[config.mk]
export PLATFORM = sky130hd
export DESIGN_NAME = mips_controller_flat
export DESIGN_NICKNAME = d
export VERILOG_FILES = /design/src/rtl/mips_controller_pkg.sv /design/src/rtl/mips_controller_if.sv /design/src/rtl/mips_controller_alu_decoder.sv /design/src/rtl/mips_controller.sv /design/src/flat_wrapper.sv
export SDC_FILE = /design/constraint.sdc
export NUM_CORES = 1
export LEC_CHECK = 0
export CAP_MARGIN = 15
export CORE_ASPECT_RATIO = 0.6
export CORE_UTILIZATION = 47
export CTS_BUF_LIST = sky130_fd_sc_hd__clkbuf_2
export DETAILED_ROUTE_END_ITERATION = 12
export PLACE_DENSITY_LB_ADDON = 0.05
export SYNTH_ARGS = -nofsm -noshare
export SYNTH_HDL_FRONTEND = slang
export SYNTH_SLANG_ARGS = --single-unit
export TNS_END_PERCENT = 30
[constraint.sdc]
create_clock -name clk -period 2.77 [get_ports clk]
set_clock_uncertainty 0.2 [all_clocks]
set_input_delay 0.554 -clock clk [delete_from_list [all_inputs] [get_ports clk]]
set_output_delay 0.554 -clock clk [all_outputs]
set_load 0.05 [all_outputs]
[src/rtl/mips_controller_pkg.sv]
// mips_ctrl_pkg: shared encodings for the multicycle MIPS controller.
//   state_t    4-bit FSM state encodings (FETCH1 = 0 .. ADDIWR = 14; 15 unused)
//   OP_*       opcode constants (instr[31:26])
//   FN_*       R-type funct constants (instr[5:0])
//   ALUOP_*    aluop codes passed to alu_decoder
//   ALU_*      alucontrol codes driven to the ALU
//   ctrl_t     per-state Moore control word
//   state_ctrl maps a state to its control word
// Build option: CTRL_ADDI_EN gives ADDIEX/ADDIWR a control word; without it
// they decode to all zeros (they are unreachable in that build anyway).
package mips_ctrl_pkg;

  typedef enum logic [3:0] {
    FETCH1  = 4'd0,
    FETCH2  = 4'd1,
    FETCH3  = 4'd2,
    FETCH4  = 4'd3,
    DECODE  = 4'd4,
    MEMADR  = 4'd5,
    LBRD    = 4'd6,
    LBWR    = 4'd7,
    SBWR    = 4'd8,
    RTYPEEX = 4'd9,
    RTYPEWR = 4'd10,
    BEQEX   = 4'd11,
    JEX     = 4'd12,
    ADDIEX  = 4'd13,
    ADDIWR  = 4'd14
  } state_t;

  localparam logic [5:0] OP_LB    = 6'b100000;
  localparam logic [5:0] OP_SB    = 6'b101000;
  localparam logic [5:0] OP_RTYPE = 6'b000000;
  localparam logic [5:0] OP_BEQ   = 6'b000100;
  localparam logic [5:0] OP_J     = 6'b000010;
  localparam logic [5:0] OP_ADDI  = 6'b001000;

  localparam logic [5:0] FN_ADD = 6'b100000;
  localparam logic [5:0] FN_SUB = 6'b100010;
  localparam logic [5:0] FN_AND = 6'b100100;
  localparam logic [5:0] FN_OR  = 6'b100101;
  localparam logic [5:0] FN_SLT = 6'b101010;

  localparam logic [1:0] ALUOP_ADD   = 2'b00;
  localparam logic [1:0] ALUOP_SUB   = 2'b01;
  localparam logic [1:0] ALUOP_FUNCT = 2'b10;

  localparam logic [2:0] ALU_AND = 3'b000;
  localparam logic [2:0] ALU_OR  = 3'b001;
  localparam logic [2:0] ALU_ADD = 3'b010;
  localparam logic [2:0] ALU_SUB = 3'b110;
  localparam logic [2:0] ALU_SLT = 3'b111;

  typedef struct packed {
    logic       memread;
    logic       memwrite;
    logic       alusrca;
    logic [1:0] alusrcb;
    logic       iord;
    logic [3:0] irwrite;
    logic       memtoreg;
    logic       regdst;
    logic       regwrite;
    logic [1:0] pcsource;
    logic       pcwrite;
    logic       branch;
    logic [1:0] aluop;
  } ctrl_t;

  function automatic ctrl_t state_ctrl(state_t s);
    ctrl_t c;
    c = '0;
    if (s == FETCH1 || s == FETCH2 || s == FETCH3 || s == FETCH4) begin
      c.memread = 1'b1;
      c.alusrcb = 2'b01;
      c.pcwrite = 1'b1;
    end
    case (s)
      FETCH1:  c.irwrite = 4'b0001;
      FETCH2:  c.irwrite = 4'b0010;
      FETCH3:  c.irwrite = 4'b0100;
      FETCH4:  c.irwrite = 4'b1000;
      DECODE:  c.alusrcb = 2'b11;
      MEMADR: begin
        c.alusrca = 1'b1;
        c.alusrcb = 2'b10;
      end
      LBRD: begin
        c.memread = 1'b1;
        c.iord    = 1'b1;
      end
      LBWR: begin
        c.regwrite = 1'b1;
        c.memtoreg = 1'b1;
      end
      SBWR: begin
        c.memwrite = 1'b1;
        c.iord     = 1'b1;
      end
      RTYPEEX: begin
        c.alusrca = 1'b1;
        c.aluop   = ALUOP_FUNCT;
      end
      RTYPEWR: begin
        c.regwrite = 1'b1;
        c.regdst   = 1'b1;
      end
      BEQEX: begin
        c.alusrca  = 1'b1;
        c.aluop    = ALUOP_SUB;
        c.branch   = 1'b1;
        c.pcsource = 2'b01;
      end
      JEX: begin
        c.pcwrite  = 1'b1;
        c.pcsource = 2'b10;
      end
`ifdef CTRL_ADDI_EN
      ADDIEX: begin
        c.alusrca = 1'b1;
        c.alusrcb = 2'b10;
      end
      ADDIWR:  c.regwrite = 1'b1;
`endif
      default: ;
    endcase
    return c;
  endfunction

endpackage

[src/rtl/mips_controller_if.sv]
// mips_controller_if: controller <-> datapath signal bundle.
//   master: controller side (consumes op/funct/zero, drives all controls)
//   slave:  datapath side
interface mips_controller_if;
  logic [5:0] op;
  logic [5:0] funct;
  logic       zero;
  logic       memread;
  logic       memwrite;
  logic       alusrca;
  logic [1:0] alusrcb;
  logic       iord;
  logic [3:0] irwrite;
  logic       memtoreg;
  logic       regdst;
  logic       regwrite;
  logic [1:0] pcsource;
  logic       pcen;
  logic [2:0] alucontrol;
  logic [3:0] state;

  modport master (
    input  op, funct, zero,
    output memread, memwrite, alusrca, alusrcb, iord, irwrite, memtoreg,
           regdst, regwrite, pcsource, pcen, alucontrol, state
  );

  modport slave (
    output op, funct, zero,
    input  memread, memwrite, alusrca, alusrcb, iord, irwrite, memtoreg,
           regdst, regwrite, pcsource, pcen, alucontrol, state
  );
endinterface

[src/rtl/mips_controller_alu_decoder.sv]
// alu_decoder: combinational ALU operation select.
//   aluop      in  2  00=add, 01=sub, 10=use funct
//   funct      in  6  instr[5:0]
//   alucontrol out 3  ALU operation; unknown funct falls back to add
module alu_decoder
  import mips_ctrl_pkg::*;
(
  input  logic [1:0] aluop,
  input  logic [5:0] funct,
  output logic [2:0] alucontrol
);

  always_comb begin
    alucontrol = ALU_ADD;
    case (aluop)
      ALUOP_SUB: alucontrol = ALU_SUB;
      ALUOP_FUNCT: begin
        case (funct)
          FN_ADD:  alucontrol = ALU_ADD;
          FN_SUB:  alucontrol = ALU_SUB;
          FN_AND:  alucontrol = ALU_AND;
          FN_OR:   alucontrol = ALU_OR;
          FN_SLT:  alucontrol = ALU_SLT;
          default: alucontrol = ALU_ADD;
        endcase
      end
      default: alucontrol = ALU_ADD;
    endcase
  end

endmodule

[src/rtl/mips_controller.sv]
// mips_controller: multicycle control FSM for the 8-bit MIPS core.
//   clk    in  rising-edge clock
//   reset  in  synchronous, active-high; forces every output to 0 while high
//   bus    mips_controller_if.master (op/funct/zero in; datapath controls,
//          pcen, alucontrol and debug state out)
// Build option: CTRL_ADDI_EN adds the ADDIEX/ADDIWR path for op 001000.
//
//   state   | meaning
//   FETCH1-4| read one instruction byte each, PC += 1
//   DECODE  | branch target into aluout, dispatch on op
//   MEMADR  | A + imm8 address for LB/SB
//   LBRD    | memory read at aluout
//   LBWR    | memory data to rt
//   SBWR    | memory write at aluout
//   RTYPEEX | A op B per funct
//   RTYPEWR | aluout to rd
//   BEQEX   | A - B, take branch if zero
//   JEX     | PC <- jump target
//   ADDIEX  | A + imm8 (CTRL_ADDI_EN)
//   ADDIWR  | aluout to rt (CTRL_ADDI_EN)
module mips_controller
  import mips_ctrl_pkg::*;
(
  input  logic              clk,
  input  logic              reset,
  mips_controller_if.master bus
);

  state_t     state_q;
  ctrl_t      ctrl_q;
  logic [2:0] alu_ctl;

  function automatic state_t next_state(state_t s, logic [5:0] op);
    state_t n;
    n = FETCH1;
    case (s)
      FETCH1:  n = FETCH2;
      FETCH2:  n = FETCH3;
      FETCH3:  n = FETCH4;
      FETCH4:  n = DECODE;
      DECODE: begin
        case (op)
          OP_LB, OP_SB: n = MEMADR;
          OP_RTYPE:     n = RTYPEEX;
          OP_BEQ:       n = BEQEX;
          OP_J:         n = JEX;
`ifdef CTRL_ADDI_EN
          OP_ADDI:      n = ADDIEX;
`endif
          default:      n = FETCH1;
        endcase
      end
      // op only ever holds LB or SB here, so SB is the single discriminator
      MEMADR:  n = (op == OP_SB) ? SBWR : LBRD;
      LBRD:    n = LBWR;
      RTYPEEX: n = RTYPEWR;
`ifdef CTRL_ADDI_EN
      ADDIEX:  n = ADDIWR;
`endif
      default: n = FETCH1;
    endcase
    return n;
  endfunction

  // The control word is registered alongside the state it belongs to, so the
  // outputs are glitch-free Moore decodes of the current state.
  always_ff @(posedge clk) begin
    if (reset) begin
      state_q <= FETCH1;
      ctrl_q  <= state_ctrl(FETCH1);
    end else begin
      state_q <= next_state(state_q, bus.op);
      ctrl_q  <= state_ctrl(next_state(state_q, bus.op));
    end
  end

  alu_decoder u_alu_decoder (
    .aluop      (ctrl_q.aluop),
    .funct      (bus.funct),
    .alucontrol (alu_ctl)
  );

  // reset gates the outputs combinationally so an aborted instruction cannot
  // strobe regwrite/memwrite in the cycle reset is raised.
  assign bus.memread    = ~reset & ctrl_q.memread;
  assign bus.memwrite   = ~reset & ctrl_q.memwrite;
  assign bus.alusrca    = ~reset & ctrl_q.alusrca;
  assign bus.alusrcb    = reset ? 2'b00 : ctrl_q.alusrcb;
  assign bus.iord       = ~reset & ctrl_q.iord;
  assign bus.irwrite    = reset ? 4'b0000 : ctrl_q.irwrite;
  assign bus.memtoreg   = ~reset & ctrl_q.memtoreg;
  assign bus.regdst     = ~reset & ctrl_q.regdst;
  assign bus.regwrite   = ~reset & ctrl_q.regwrite;
  assign bus.pcsource   = reset ? 2'b00 : ctrl_q.pcsource;
  assign bus.pcen       = ~reset & (ctrl_q.pcwrite | (ctrl_q.branch & bus.zero));
  assign bus.alucontrol = reset ? 3'b000 : alu_ctl;
  assign bus.state      = reset ? 4'b0000 : state_q;

endmodule
[src/flat_wrapper.sv]
// flat-port wrapper written by rule: the top's interface ports become plain ports
module mips_controller_flat import mips_ctrl_pkg::*;
  (clk, reset, bus_op, bus_funct, bus_zero, bus_memread, bus_memwrite, bus_alusrca, bus_alusrcb, bus_iord, bus_irwrite, bus_memtoreg, bus_regdst, bus_regwrite, bus_pcsource, bus_pcen, bus_alucontrol, bus_state);
  mips_controller_if bus_i ();
  input  logic clk;
  input  logic reset;
  input wire logic [$bits(bus_i.op)-1:0] bus_op;
  input wire logic [$bits(bus_i.funct)-1:0] bus_funct;
  input wire logic [$bits(bus_i.zero)-1:0] bus_zero;
  output wire logic [$bits(bus_i.memread)-1:0] bus_memread;
  output wire logic [$bits(bus_i.memwrite)-1:0] bus_memwrite;
  output wire logic [$bits(bus_i.alusrca)-1:0] bus_alusrca;
  output wire logic [$bits(bus_i.alusrcb)-1:0] bus_alusrcb;
  output wire logic [$bits(bus_i.iord)-1:0] bus_iord;
  output wire logic [$bits(bus_i.irwrite)-1:0] bus_irwrite;
  output wire logic [$bits(bus_i.memtoreg)-1:0] bus_memtoreg;
  output wire logic [$bits(bus_i.regdst)-1:0] bus_regdst;
  output wire logic [$bits(bus_i.regwrite)-1:0] bus_regwrite;
  output wire logic [$bits(bus_i.pcsource)-1:0] bus_pcsource;
  output wire logic [$bits(bus_i.pcen)-1:0] bus_pcen;
  output wire logic [$bits(bus_i.alucontrol)-1:0] bus_alucontrol;
  output wire logic [$bits(bus_i.state)-1:0] bus_state;
  assign bus_i.op = bus_op;
  assign bus_i.funct = bus_funct;
  assign bus_i.zero = bus_zero;
  assign bus_memread = bus_i.memread;
  assign bus_memwrite = bus_i.memwrite;
  assign bus_alusrca = bus_i.alusrca;
  assign bus_alusrcb = bus_i.alusrcb;
  assign bus_iord = bus_i.iord;
  assign bus_irwrite = bus_i.irwrite;
  assign bus_memtoreg = bus_i.memtoreg;
  assign bus_regdst = bus_i.regdst;
  assign bus_regwrite = bus_i.regwrite;
  assign bus_pcsource = bus_i.pcsource;
  assign bus_pcen = bus_i.pcen;
  assign bus_alucontrol = bus_i.alucontrol;
  assign bus_state = bus_i.state;
  mips_controller u_core (.clk(clk), .reset(reset), .bus(bus_i));
endmodule
==> impl_metrics.csv, run 1 <==
group,metric,value,unit
clock_network,clk_pin_slew,210,ps
clock_network,htree_num_levels,1,
critical_path,critical_path_buf_inv_count,2,
status,violations,"negative setup slack",
clock_network,cts_tree,"yes",
final_layout,most-common-layout-cells,"buf_12, dfxtp_1, nor2b_1",
clock_network,cts_setup_buffers,0,
critical_path,end_kind,"primary output",
floorplan,die_x,65.7,µm
detailed_routing,vias_per_cell,5.57,
sta,worstMarginPinSlew,427,ps
critical_path,worstPathCellList,"clkdlybuf4s50_1 > nor3b_1 > a32oi_1 > nor4_2 > buf_12",
placed_design,place_congestion,0.947,
floorplan,fp.coreArea,0.00223,mm²
critical_path,cp_slowest_cell,"clkdlybuf4s50_1",
grt,grt_antenna_before_repair,0,
detailed_routing,num_vias,1203,
detailed_routing,initialDrtViolationCount,64,
final_layout,final_common_cell,"buf_12",
grt,grt_max_degree,25,
critical_path,path_max_fanout,2,
power,p_per_area,345,mW/mm²
final_layout,finalInstanceArea,0.00191,mm²
detailed_routing,ant_nets,0,
grt,grt_first_pass_wirelength,4.95,mm
sta,max_clock_freq,355,MHz
floorplan,initial_core_util,0.513,
clock_network,clock_latency,340,ps
sta,slew_headroom,0.711,
floorplan,die-area,0.00264,mm²
critical_path,critical_path_class,"input pin to primary output",
worst_hold_path,whs_path_depth,2,
critical_path,reg2reg_from,"u_core.state_q[0]",
final_layout,register_area,440,µm²
worst_hold_path,hold_start,"u_core.state_q[2]",
critical_path,required,2020,ps
critical_path,arrival,2070,ps
sta,fin_crit,2820,ps
synthesis,avgSynthCellArea,8.35,µm²
worst_hold_path,hold_class,"register to register",
floorplan,io_pins,38,
power,power.leakage,0.000749,µW
placed_design,place_area,0.00189,mm²
sta,rsz0062_at_grt,"true",
final_layout,multi_input_area,661,µm²
sta,finalHoldViolations,0,
sta,slew_viol_final,0,
final_layout,nNetsFinal,204,
synthesis,synth_edf_count,0,
power,ir_drop,0.000336,V
floorplan,num_rows,13,
sta,fin_crit_sh,1.02,
detailed_routing,wl,3.27,mm
final_layout,antenna_cells,0,
worst_hold_path,worstHoldEndpoint,"u_core.ctrl_q[11]",
synthesis,syn_inst,137,
synthesis,synthFlopType,"dfxtp_1",
final_layout,final_util,0.859,
sta,final-setup-viol-count,1,
synthesis,ys.warnings.count,0,
floorplan,fp.dieH,40.2,µm
detailed_routing,avgRoutedWirePerCell,15.1,µm
synthesis,async_reset_ff_frac,0,
critical_path,slowest_delay,500,ps
synthesis,synth.yosys.seq_area_share,0.385,
critical_path,rr_worst_depth,5,
final_layout,areaGrowthSynthToFinish,67.3,%
synthesis,synth_fp_nets,154,
clock_network,cts.sinks,22,
final_layout,drive_gt1_frac,0.285,
placed_design,hpwlAfterDp,2.59,mm
synthesis,ys_types,42,
critical_path,cp-start-kind,"input pin",
critical_path,rr_endpoint,"u_core.ctrl_q[13]",
grt,track_usage,0.267,
clock_network,numCtsBuffers,3,
detailed_routing,firstDrtPassIters,4,
final_layout,fillers,112,
detailed_routing,drc,0,
grt,overflow,0,
critical_path,cp_top_family,"buffers and inverters",
synthesis,syn-cell-area,0.00114,mm²
clock_network,cts_buffer_depth,2,
grt,grt_pass1_vias,1056,
status,outcome,"finished with violations",
synthesis,synth_seq_cells,22,
sta,timing.final.ws_setup,-49.2,ps
clock_network,clock-root-buffer,"clkbuf_2",
placed_design,portBuffers,37,
critical_path,ff2ff_setup_slack,180,ps
run,cap_violations,0,
[cells by family after synthesis]
| family | count (synthesis) | share of synthesized area |
|---|---|---|
| xor gates and xnor gates | 2 | 0.0153 |
| DFF | 22 | 0.385 |
| buffers and inverters | 14 | 0.0470 |
| adders and majority gates | 2 | 0.0219 |
| and+or+nand+nor | 74 | 0.385 |
| AOI/OAI and AO/OA | 23 | 0.146 |
[synthesized netlist by cell type (3+ instances only)]
cell type | n | area share
dfxtp_1 | 22 | 0.39
nor2b_1 | 20 | 0.11
nor2_1 | 13 | 0.043
clkbuf_1 | 7 | 0.023
a21oi_1 | 6 | 0.026
inv_1 | 6 | 0.020
nand2_1 | 6 | 0.020
nor3_1 | 5 | 0.022
nand2b_1 | 4 | 0.022
nor4_1 | 4 | 0.022
o21ai_0 | 3 | 0.013
or3b_2 | 3 | 0.023
[routing by layer]
metal  up-vias  track usage  wire, µm
li1        576            -         -
met1       560        0.339      1390
met2        63        0.436      1590
met3         4       0.0881       280
met4         0       0.0924        14
met5         -            0         0
[flip-flops by register name, summed over array words and instances (netlist names)]
| register | cells |
|---|---|
| u_core.state_q | 4 |
| u_core.ctrl_q | 18 |
[worst max path at each step]
stage | from | to | slack [ps] | depth (start not counted)
finish | bus_funct[1] | bus_alucontrol[0] | -50 | 5
global route | bus_funct[1] | bus_alucontrol[0] | -130 | 5
CTS | bus_funct[1] | bus_alucontrol[0] | 60 | 5
detailed placement | bus_op[2] | u_core.ctrl_q[13] | -280 | 6
global placement | bus_op[4] | u_core.ctrl_q[13] | -220 | 6
floorplan | reset | bus_alucontrol[2] | -20 | 3
[stage by stage]
stage | setup slack (ps) | hold WS [ps] | setup TNS (ps) | instances | power [µW]
6_report | -49.2 | 467 | -49.2 | 216 | 659
5_1_grt | -127 | 487 | -205 | 216 | 682
4_1_cts | 56.0 | 459 | 0 | 216 | 657
3_5_place_dp | -279 | 414 | -1890 | 212 | 535
3_3_place_gp | -223 | 378 | -1080 | 212 | 529
2_1_floorplan | -23.1 | 339 | -23.1 | 137 | 432
[where the power goes]
group          internal, µW  switching (µW)
clock                  31.4            95.1
sequential              328            7.65
combinational          94.6             103
[worst register-to-register path, cell delays in order, from the launching register on]
cell and delay (ps):
dfxtp_1 520, nor4bb_1 410, or4b_1 490, and3_1 230
or4b_4 540, o2bb2ai_2 140
[cell type report]
| type | count | area share |
|---|---|---|
| Clock buffer | 3 | 0.00785 |
| Multi-Input combinational cell | 101 | 0.345 |
| Clock inverter | 1 | 0.00196 |
| Sequential cell | 22 | 0.230 |
| Timing Repair Buffer | 53 | 0.383 |
| Inverter | 6 | 0.0118 |
| Tap cell | 30 | 0.0196 |
[repair_timing]
| item | CTS | global route |
|---|---|---|
| gates resized for setup | 0 | 1 |
| hold buffers | 0 | 0 |
| endpoints found under the setup margin | 1 | 2 |
| pin swaps | 1 | 0 |
Power figures use the tool's default switching activity.
==> inputs of run 2 (changes only) <==
--- a/config.mk
+++ b/config.mk
@@ -7,11 +7,12 @@
 export LEC_CHECK = 0
 export CAP_MARGIN = 15
 export CORE_ASPECT_RATIO = 0.6
-export CORE_UTILIZATION = 47
+export CORE_UTILIZATION = 44
 export CTS_BUF_LIST = sky130_fd_sc_hd__clkbuf_2
 export DETAILED_ROUTE_END_ITERATION = 12
 export PLACE_DENSITY_LB_ADDON = 0.05
 export SYNTH_ARGS = -nofsm -noshare
 export SYNTH_HDL_FRONTEND = slang
+export SYNTH_HIERARCHICAL = 1
 export SYNTH_SLANG_ARGS = --single-unit
 export TNS_END_PERCENT = 30
==> impl_metrics.csv, run 2 <==
group,metric,value,unit
status,outcome,"complete, no violations",
critical_path,path_max_fanout,4,
critical_path,worstPathCellList,"clkdlybuf4s50_1 > or3b_1 > o22ai_1 > nor2b_1 > buf_12",
power,p_per_area,358,mW/mm²
final_layout,most-common-layout-cells,"buf_12, nor2b_1, nor2_1, dfxtp_1, clkdlybuf4s50_1",
sta,timing.final.ws_setup,58.6,ps
clock_network,cts_tree,"yes",
clock_network,cts.sinks,21,
clock_network,clock_latency,310,ps
synthesis,synth_edf_count,0,
clock_network,cts_buffer_depth,2,
critical_path,cp-start-kind,"input pin",
final_layout,areaGrowthSynthToFinish,61.7,%
detailed_routing,num_vias,1169,
detailed_routing,firstDrtPassIters,4,
synthesis,async_reset_ff_frac,0,
synthesis,synth_commonest_cells,"nor2b_1, dfxtp_1, nor2_1",
synthesis,ys_types,39,
final_layout,top_register,"u_core/ctrl_q",
clock_network,htree_num_levels,1,
floorplan,initial_core_util,0.471,
synthesis,ys.warnings.count,6,
floorplan,io_pins,38,
grt,grt_pass1_vias,1096,
floorplan,num_rows,14,
floorplan,die_x,69.3,µm
synthesis,synth.most_common_cell,"nor2b_1",
final_layout,nNetsFinal,207,
clock_network,clk_pin_slew,170,ps
final_layout,antenna_cells,0,
final_layout,final_cells,221,
synthesis,yosysTopAreaCell,"dfxtp_1",
synthesis,synth_area_leaders,"dfxtp_1, nor2b_1, nor2_1, clkbuf_1, a21oi_1",
floorplan,fp.dieH,42.4,µm
final_layout,largest_reg_flops,17,
clock_network,numCtsBuffers,3,
detailed_routing,ant_nets,0,
critical_path,required,2020,ps
grt,track_usage,0.235,
placed_design,place_ws,-60.7,ps
grt,overflow,0,
sta,final-setup-viol-count,0,
detailed_routing,wl,3.26,mm
sta,fin_crit,2710,ps
final_layout,final_common_cell,"buf_12",
sta,slew_headroom,0.680,
synthesis,syn_inst,144,
critical_path,critical_path_class,"input pin to primary output",
sta,fin_crit_sh,0.979,
final_layout,drive_gt1_frac,0.265,
placed_design,hpwlAfterDp,2.57,mm
critical_path,arrival,1960,ps
grt,grt_antenna_before_repair,0,
critical_path,cp_slowest_cell,"clkdlybuf4s50_1",
synthesis,syn-cell-area,0.00120,mm²
detailed_routing,drc,0,
placed_design,dp_cells,217,
synthesis,synth_fp_nets,161,
run,cap_violations,0,
floorplan,fp.coreArea,0.00254,mm²
final_layout,fillers,202,
grt,grt_max_degree,37,
floorplan,die-area,0.00294,mm²
synthesis,avgSynthCellArea,8.31,µm²
synthesis,synth_top_area_share,0.351,
sta,finalHoldViolations,0,
sta,worstMarginPinSlew,477,ps
power,finalPower,692,µW
synthesis,synth.yosys.seq_area_share,0.351,
worst_hold_path,hold_class,"register to register",
detailed_routing,avgRoutedWirePerCell,14.7,µm
clock_network,cts_hold_buf,0,
synthesis,synthFlopType,"dfxtp_1",
synthesis,synth_seq_cells,21,
sta,slew_viol_final,0,
power,ir_drop,0.000306,V
final_layout,top_regs,"u_core/ctrl_q (17), u_core/state_q (4)",
sta,max_clock_freq,369,MHz
clock_network,clock-root-buffer,"clkbuf_2",
detailed_routing,initialDrtViolationCount,111,
placed_design,place_congestion,0.895,
critical_path,slowest_delay,530,ps
final_layout,final_util,0.762,
sta,rsz0062_at_grt,"false",
critical_path,end_kind,"primary output",
critical_path,ff2ff_setup_slack,430,ps
detailed_routing,vias_per_cell,5.29,
power,power.leakage,0.000742,µW
grt,grt_first_pass_wirelength,5.38,mm
placed_design,portBuffers,37,
-- run 2: cell types whose count changed in the layout (fill, tap and decap cells not counted), moves of 2 or more --
cell / delta
nor2_1: +7
buf_4: -3
nor2b_1: +3
nor4b_1: +3
a31oi_1: +2
and2_1: -2
dfxtp_1: -2
nand4_1: -2
nand4bb_1: +2
nor3_1: +2
o21ai_0: -2
o221ai_1: -2
o22ai_1: +2
-- run 2: worst max-delay path: cells and delay by family --
family	cells	cell delay (ps)
AO/OA/AOI/OAI	1	100
buffers and inverters	2	700
AND/OR/NAND/NOR	2	610
-- run 2: power breakdown --
part           total [µW]  switching, µW  internal (µW)
clock                 124           85.9           38.2
sequential            330           14.1            316
combinational         237            122            115
total                 692            222            470
-- run 2: metrics by stage --
step           setup TNS, ps  area (µm²)  hold slack (ps)
5_1_grt                    0        1930              614
3_3_place_gp           -16.2        1910              550
6_report                   0        1930              596
3_5_place_dp            -129        1910              549
4_1_cts                    0        1930              582
2_1_floorplan              0        1200              460
-- run 2: routing by layer --
metal  wire length (µm)  up-vias  GRT usage
met5                  0        -          0
met4                  0        0     0.0367
met3                166        0     0.0529
met2               1460       35      0.350
met1               1640      536      0.352
li1                   -      598          -
-- run 2: what timing repair did --
| item | 4_1_cts | 5_1_grt |
|---|---|---|
| buffers inserted | 0 | 0 |
| endpoints found under the hold margin | 0 | 0 |
| endpoints found under the setup margin | 0 | 2 |
| gates resized for setup | 0 | 1 |
-- run 2: cell type report --
cell class	count	area, µm²	area share
well taps	32	40.0	0.0207
clock buffers	4	20.0	0.0103
repair buffers	50	711	0.367
flip-flops and latches	21	422	0.218
inverters	5	18.8	0.00970
multi-input cells	109	723	0.374
-- run 2: final timing paths --
check                                        from                 to  cells after the start
worst max-delay path                 bus_funct[1]  bus_alucontrol[2]                      5
worst min-delay path            u_core/state_q[3]  u_core/state_q[0]                      1
worst max register to register  u_core/state_q[1]   u_core/ctrl_q[6]                      5
worst min register to register  u_core/state_q[3]  u_core/state_q[0]                      1
-- run 2: cells by family after synthesis --
family	Yosys count	synth area share
fa+ha+maj	2	0.0209
flops	21	0.351
compound gates	19	0.123
xor+xnor	1	0.00732
buf+inv	14	0.0439
mux	1	0.00837
simple gates	86	0.445
==> inputs of run 3 (changes only) <==
--- a/config.mk
+++ b/config.mk
@@ -11,6 +11,8 @@
 export CTS_BUF_LIST = sky130_fd_sc_hd__clkbuf_2
 export DETAILED_ROUTE_END_ITERATION = 12
 export PLACE_DENSITY_LB_ADDON = 0.05
+export SETUP_SLACK_MARGIN = 0.02
+export SLEW_MARGIN = 15
 export SYNTH_ARGS = -nofsm -noshare
 export SYNTH_HDL_FRONTEND = slang
 export SYNTH_HIERARCHICAL = 1
==> impl_metrics.csv, run 3 (same netlist as run 2, synthesis figures left out) <==
group,metric,value,unit
critical_path,critPathLaunch,"bus_funct[1]",
placed_design,place_congestion,0.895,
final_layout,largest_reg_flops,17,
sta,max_clock_freq,369,MHz
floorplan,num_rows,14,
final_layout,most-common-layout-cells,"buf_12, nor2b_1, nor2_1, dfxtp_1, clkdlybuf4s50_1",
placed_design,portBuffers,37,
critical_path,path_max_fanout,4,
floorplan,fp.coreArea,0.00254,mm²
sta,finalHoldViolations,0,
critical_path,cp_slowest_cell,"clkdlybuf4s50_1",
detailed_routing,num_vias,1176,
detailed_routing,ant_nets,0,
power,finalPower,691,µW
critical_path,worstPathCellList,"clkdlybuf4s50_1 > or3b_1 > o22ai_1 > nor2b_1 > buf_12",
detailed_routing,drc,0,
critical_path,reg2reg_from,"u_core/state_q[1]",
grt,track_usage,0.235,
clock_network,numCtsBuffers,3,
floorplan,io_pins,38,
critical_path,cp-start-kind,"input pin",
clock_network,clock-root-buffer,"clkbuf_2",
sta,setup_tns,0,ps
final_layout,register_area,422,µm²
final_layout,multi_input_area,726,µm²
sta,fin_crit_sh,0.979,
final_layout,top_regs,"u_core/ctrl_q (17), u_core/state_q (4)",
clock_network,cts_setup_buffers,0,
final_layout,top_register,"u_core/ctrl_q",
detailed_routing,wl_met1,1.62,mm
floorplan,initial_core_util,0.471,
clock_network,cts.sinks,21,
clock_network,htree_num_levels,1,
worst_hold_path,hold_class,"register to register",
critical_path,critical_path_class,"input pin to primary output",
final_layout,fillers,202,
final_layout,drive_gt1_frac,0.270,
critical_path,cp_top_family,"buffers and inverters",
detailed_routing,firstDrtPassIters,4,
detailed_routing,vias_per_cell,5.32,
critical_path,rr_worst_depth,5,
sta,worstMarginPinSlew,463,ps
floorplan,die-area,0.00294,mm²
final_layout,final_util,0.763,
final_layout,final_common_cell,"buf_12",
sta,timing.final.ws_setup,58.5,ps
detailed_routing,highest_layer,"met3",
worst_hold_path,hold_start,"u_core/state_q[3]",
critical_path,cp.depth,5,
clock_network,ctsResizeCount,0,
power,power.leakage,0.000741,µW
final_layout,antenna_cells,0,
floorplan,fp.dieH,42.4,µm
critical_path,required,2020,ps
placed_design,hpwlAfterDp,2.57,mm
sta,fin_crit,2710,ps
final_layout,nNetsFinal,207,
final_layout,areaGrowthSynthToFinish,61.9,%
run,cap_violations,0,
clock_network,cts_buffer_depth,2,
critical_path,arrival,1960,ps
clock_network,cts_hold_buf,0,
status,outcome,"complete, no violations",
critical_path,end_kind,"primary output",
clock_network,cts_tree,"yes",
power,p_per_area,357,mW/mm²
clock_network,clk_pin_slew,170,ps
worst_hold_path,whs_path_depth,1,
grt,grt_antenna_before_repair,0,
sta,final-setup-viol-count,0,
detailed_routing,initialDrtViolationCount,111,
detailed_routing,wl_met3,163,µm
clock_network,clock_latency,310,ps
placed_design,place_ws,-60.7,ps
detailed_routing,met2_wirelength,1.46,mm
grt,overflow,0,
sta,timing.hold.ws,597,ps
critical_path,slowest_delay,530,ps
detailed_routing,wl,3.24,mm
grt,grt_pass1_vias,1096,
detailed_routing,avgRoutedWirePerCell,14.7,µm
floorplan,die_x,69.3,µm
critical_path,critical_path_buf_inv_count,2,
sta,slew_viol_final,0,
grt,grt_first_pass_wirelength,5.38,mm
sta,rsz0062_at_grt,"true",
power,ir_drop,0.000307,V
sta,slew_headroom,0.689,
grt,grt_max_degree,37,
run 3: area by class of cell:
| class | count | area share |
|---|---|---|
| clock buffers | 4 | 0.0103 |
| inverters | 5 | 0.00969 |
| multi-input cells | 109 | 0.375 |
| flip-flops and latches | 21 | 0.218 |
| well taps | 32 | 0.0207 |
| repair buffers | 50 | 0.367 |
run 3: power breakdown:
| part | switching (µW) | internal, µW |
|---|---|---|
| clock | 85.8 | 38.2 |
| combinational | 122 | 115 |
| sequential | 14.0 | 316 |
run 3: path summary, 6_finish.rpt:
kind                                          end  slack, ps
worst max-delay path            bus_alucontrol[2]         60
worst min-delay path            u_core/state_q[0]        600
worst max register to register   u_core/ctrl_q[6]        430
worst min register to register  u_core/state_q[0]        600
run 3: metrics by stage:
step,cell area [µm²],cells
after floorplan,1200,144
after global placement,1910,217
after detailed placement,1910,217
after CTS,1930,221
after global routing,1940,221
final,1940,221
run 3: worst reg2reg max path, stage by stage (launching register included):
cell	delay [ps]
dfxtp_1	460
or4b_4	590
o31a_1	340
nor3b_4	160
or3_4	360
o32ai_1	150
run 3: metal layers:
| metal | track usage | up-vias |
|---|---|---|
| li1 | - | 599 |
| met1 | 0.352 | 543 |
| met2 | 0.350 | 34 |
| met3 | 0.0529 | 0 |
| met4 | 0.0367 | 0 |
| met5 | 0 | - |
